==> src/rtl/id_ex_stage.sv <==
// ID/EX pipeline register: resolves forwarded operands, inserts bubbles on
// stall/flush, and keeps saturating stall/flush event counters.
module id_ex_stage #(
   parameter int XLEN  = 32,
   parameter int CNT_W = 16
) (
   input  logic             clk,
   input  logic             rst,
   input  logic             id_valid,
   input  logic [XLEN-1:0]  id_pc,
   input  logic [4:0]       id_rs1,
   input  logic [4:0]       id_rs2,
   input  logic [4:0]       id_rd,
   input  logic [XLEN-1:0]  id_rs1_data,
   input  logic [XLEN-1:0]  id_rs2_data,
   input  logic [XLEN-1:0]  id_imm,
   input  logic             id_reg_write,
   input  logic             id_mem_read,
   input  logic             id_mem_write,
   input  logic             id_alu_src,
   input  logic [3:0]       id_alu_op,
   input  logic             stall,
   input  logic             forward_a,
   input  logic             forward_b,
   input  logic [1:0]       forward_a_src,
   input  logic [1:0]       forward_b_src,
   input  logic [XLEN-1:0]  ex_result,
   input  logic [XLEN-1:0]  mem_result,
   input  logic             flush,
   output logic             ex_valid,
   output logic [XLEN-1:0]  ex_pc,
   output logic [4:0]       ex_rd,
   output logic             ex_reg_write,
   output logic             ex_mem_read,
   output logic             ex_mem_write,
   output logic             ex_alu_src,
   output logic [3:0]       ex_alu_op,
   output logic [XLEN-1:0]  ex_op_a,
   output logic [XLEN-1:0]  ex_op_b,
   output logic [XLEN-1:0]  ex_imm,
   output logic [CNT_W-1:0] stall_count,
   output logic [CNT_W-1:0] flush_count
);

   logic [XLEN-1:0] op_a, op_b;
   logic            bubble;

   // Selects are honoured literally; src 00/11 fall back to the register file.
   always_comb begin
      op_a = id_rs1_data;
      if (forward_a && forward_a_src == 2'b01)      op_a = ex_result;
      else if (forward_a && forward_a_src == 2'b10) op_a = mem_result;
      op_b = id_rs2_data;
      if (forward_b && forward_b_src == 2'b01)      op_b = ex_result;
      else if (forward_b && forward_b_src == 2'b10) op_b = mem_result;
   end

   assign bubble = flush | stall;

   always_ff @(posedge clk) begin
      if (rst || bubble) begin
         ex_valid     <= 1'b0;
         ex_pc        <= '0;
         ex_rd        <= '0;
         ex_reg_write <= 1'b0;
         ex_mem_read  <= 1'b0;
         ex_mem_write <= 1'b0;
         ex_alu_src   <= 1'b0;
         ex_alu_op    <= '0;
         ex_op_a      <= '0;
         ex_op_b      <= '0;
         ex_imm       <= '0;
      end else begin
         ex_valid     <= id_valid;
         ex_pc        <= id_pc;
         ex_rd        <= id_rd;
         // x0 writes are dropped here so downstream hazard checks never match rd=0
         ex_reg_write <= id_valid & id_reg_write & (id_rd != 5'd0);
         ex_mem_read  <= id_valid & id_mem_read;
         ex_mem_write <= id_valid & id_mem_write;
         ex_alu_src   <= id_valid & id_alu_src;
         ex_alu_op    <= id_valid ? id_alu_op : 4'd0;
         ex_op_a      <= op_a;
         ex_op_b      <= op_b;
         ex_imm       <= id_imm;
      end
   end

   always_ff @(posedge clk) begin
      if (rst) begin
         stall_count <= '0;
         flush_count <= '0;
      end else begin
         if (flush && flush_count != '1)
            flush_count <= flush_count + 1'b1;
         if (stall && !flush && stall_count != '1)
            stall_count <= stall_count + 1'b1;
      end
   end

endmodule

==> config.mk <==
export PLATFORM = sky130hd
export DESIGN_NAME = id_ex_stage
export DESIGN_NICKNAME = d
export VERILOG_FILES = /design/src/rtl/id_ex_stage.sv
export SDC_FILE = /design/constraint.sdc
export NUM_CORES = 1
export LEC_CHECK = 0
export BUFFER_PORTS_ARGS = -buffer_cell sky130_fd_sc_hd__buf_2
export CAP_MARGIN = 20
export CORE_MARGIN = 2
export CORE_UTILIZATION = 25
export DETAILED_ROUTE_END_ITERATION = 10
export PLACE_DENSITY = 0.57
export SLEW_MARGIN = 20
export SYNTH_ARGS = -nofsm -noshare
export SYNTH_HDL_FRONTEND = slang
export SYNTH_SLANG_ARGS = --single-unit
==> constraint.sdc <==
create_clock -name clk -period 2.2 [get_ports clk]
set_clock_uncertainty 0.15 [all_clocks]
set_input_delay 0.11 -clock clk [delete_from_list [all_inputs] [get_ports clk]]
set_output_delay 0.11 -clock clk [all_outputs]
set_load 0.05 [all_outputs]
==> flow_summary.json <==
{
  "area_growth_pct": 77.4,
  "core-area_um2": 26200,
  "synth-seq-cells": 174,
  "fin_tns_setup_ps": 0,
  "grt_max_degree": 47,
  "post-route-min-period_ps": 1980,
  "cts_setup_buffers": 0,
  "syn-cell-area_um2": 6700,
  "dpl.hpwl_mm": 17.3,
  "crit_path_max_fanout": 25,
  "rsz0062_at_grt": "false",
  "hold_class": "input pin to flop",
  "cts.reportedPaths.clkPinSlew_ps": 80,
  "via_count": 7169,
  "yosysWarnings": 0,
  "synth_cells": 654,
  "worst-setup-path-type": "input pin to flop",
  "via_per_inst": 4.45,
  "synthesis.nets": 882,
  "yosysSeqAreaShare_pct": 52.0,
  "initial_utilization_pct": 25.6,
  "crit_slowest_cell": "or3_2",
  "crit_path_end_kind": "flop",
  "drc": 0,
  "setup_violations": 0,
  "tightest_slew_ps": 702,
  "fp.dieW_um": 168,
  "clkSinkCount": 174,
  "max_stage_delay_ps": 750,
  "max_slew_margin_pct": 53.1,
  "hold_end": "ex_op_a[21]",
  "ff2ff_path_depth": 6,
  "peakVddDrop_mv": 0.431,
  "post-route-period-util_pct": 90.1,
  "final_nets": 1489,
  "layout_common_cells": "buf_2, dlygate4sd3_1, dfxtp_1",
  "synth_edf_count": 0,
  "r2r-start": "stall_count[1]",
  "maxSlewViolCount": 0,
  "hp-start": "forward_a_src[0]",
  "cts_buffers": 17,
  "wirelength_mm": 24.6,
  "cp.required_ps": 2410,
  "boundaryPins": 400,
  "cts_buffer_depth": 2,
  "dr.pass1.iters": 4,
  "total_power_uw": 7430,
  "power_leakage_uw": 0.00611,
  "first_global_vias": 7396,
  "r2r_end": "stall_count[2]",
  "r2r_setup_slack_ps": 310,
  "synthFlopType": "dfxtp_1",
  "hold_viol": 0,
  "cts_tree": "yes",
  "drt_iter0_drc": 327,
  "synthDistinctLibCells": 51,
  "hold_depth": 3,
  "grt_pass1_wl_mm": 37.9,
  "overflow": 0,
  "powerDensity_nw_per_um2": 625,
  "clock_latency_ps": 420,
  "portBuffers": 389,
  "ys_async_sr_fraction_pct": 0,
  "cp-start-kind": "input pin",
  "syn_avg_cell_area_um2": 10.2,
  "final_layout_size_suffix_gt1_share_pct": 36.5,
  "place_congestion": 0.796,
  "worstPathArrival_ps": 2190,
  "die-area_um2": 28100,
  "layout_commonest_cell": "buf_2",
  "dieHeight_um": 168,
  "ctsHtreeMaxLevel": 4,
  "wl_per_cell_um": 15.3,
  "grtUsageTotal_pct": 17.0,
  "ant_nets": 0,
  "rows": 59,
  "maxCapViolCount": 0,
  "root_buffer": "clkbuf_16",
  "antenna_found_initial": 2,
  "status": "complete, no violations",
  "cp_cell_sequence": "buf_2, or3_2, buf_4, a211oi_1, dlygate4sd3_1",
  "fmax_mhz": 505
}
-- kinds of logic after synthesis --
family,synth area share [%]
muxes,10.5
xor gates and xnor gates,0.392
DFF,52.0
AOI/OAI and AO/OA,12.2
adders and majority gates,0.373
and+or+nand+nor,21.1
buffers and inverters,3.49
-- cells in the mapped netlist (4+ instances only) --
cell      count  area (µm²)
dfxtp_1     174        3480
nor2_1       79         297
and2_1       71         444
mux2i_1      67         671
a211oi_1     66         495
clkbuf_1     28         105
a21oi_1      16        80.1
nand2_1      13        48.8
and3_1       10        62.6
or3_1        10        62.6
nand3_1       8        40.0
nand4_1       8        50.1
o21ai_1       7        35.0
buf_1         6        22.5
buf_2         6        30.0
nor3_1        6        30.0
or4_1         6        45.0
inv_1         5        18.8
nor2b_1       5        31.3
o21ai_0       5        25.0
o31ai_1       5        37.5
nand3b_1      4        30.0
nor4_1        4        25.0
nor4_4        4        85.1
-- layer usage --
metal / wire, µm / up-vias / global-route usage (%)
li1: - / 3539 / -
met1: 10300 / 3347 / 19.7
met2: 12200 / 239 / 29.8
met3: 1370 / 42 / 4.80
met4: 702 / 2 / 6.35
met5: 13 / - / 0
-- through the flow --
| stage | instance area (µm²) | instances | util, % | hold slack [ps] | setup slack [ps] |
|---|---|---|---|---|---|
| floorplan | 6700 | 654 | - | 81.7 | 0.919 |
| global placement | 9110 | 1357 | 34.8 | 159 | 329 |
| detailed placement | 9110 | 1357 | 34.8 | 162 | 294 |
| CTS | 11900 | 1609 | 45.4 | 28.9 | 283 |
| global route | 11900 | 1610 | 45.4 | 52.7 | 152 |
| finish | 11900 | 1610 | 45.4 | 51.6 | 219 |
-- what timing repair did --
item,in CTS,in global routing
endpoints found under the hold margin,145,0
hold buffers,220,0
resized for setup,0,0
-- worst max path at each step --
stage              startpoint               to  slack (ps)
6_report                flush      ex_op_a[26]         220
5_1_grt        stall_count[1]  stall_count[10]         150
4_1_cts        stall_count[1]   stall_count[2]         280
3_5_place_dp   stall_count[1]   stall_count[5]         290
3_3_place_gp   stall_count[1]   stall_count[3]         330
2_1_floorplan  stall_count[1]   stall_count[7]         0.9
-- power by group --
group          switching (µW)  total (µW)  internal [µW]
clock                    1470        2980           1520
combinational             630        1190            562
sequential               28.6        3260           3230
-- worst max-delay path, delay by kind of cell --
family / cells / cell delay, ps
AOI/OAI and AO/OA: 1 / 250
buffers and inverters: 3 / 1050
and+or+nand+nor: 1 / 750
-- layout make-up --
type                            count  area [µm²]
Fill cell                        2448       14300
Timing Repair Buffer              634        4400
Sequential cell                   174        3480
Multi-Input combinational cell    429        2990
Clock buffer                       18         429
Tap cell                          335         419
Clock inverter                     14         145
Inverter                            5        18.8
Antenna cell                        1        2.50
-- state kept, by name (all words and copies together) (netlist names) --
register and cells:
ex_alu_op 4, stall_count 16, ex_pc 32, ex_valid 1
ex_rd 5, ex_mem_read 1, ex_op_b 32, ex_mem_write 1
ex_alu_src 1, ex_imm 32, ex_reg_write 1, flush_count 16
ex_op_a 32
Note: power is estimated with default switching activity, not from simulation.
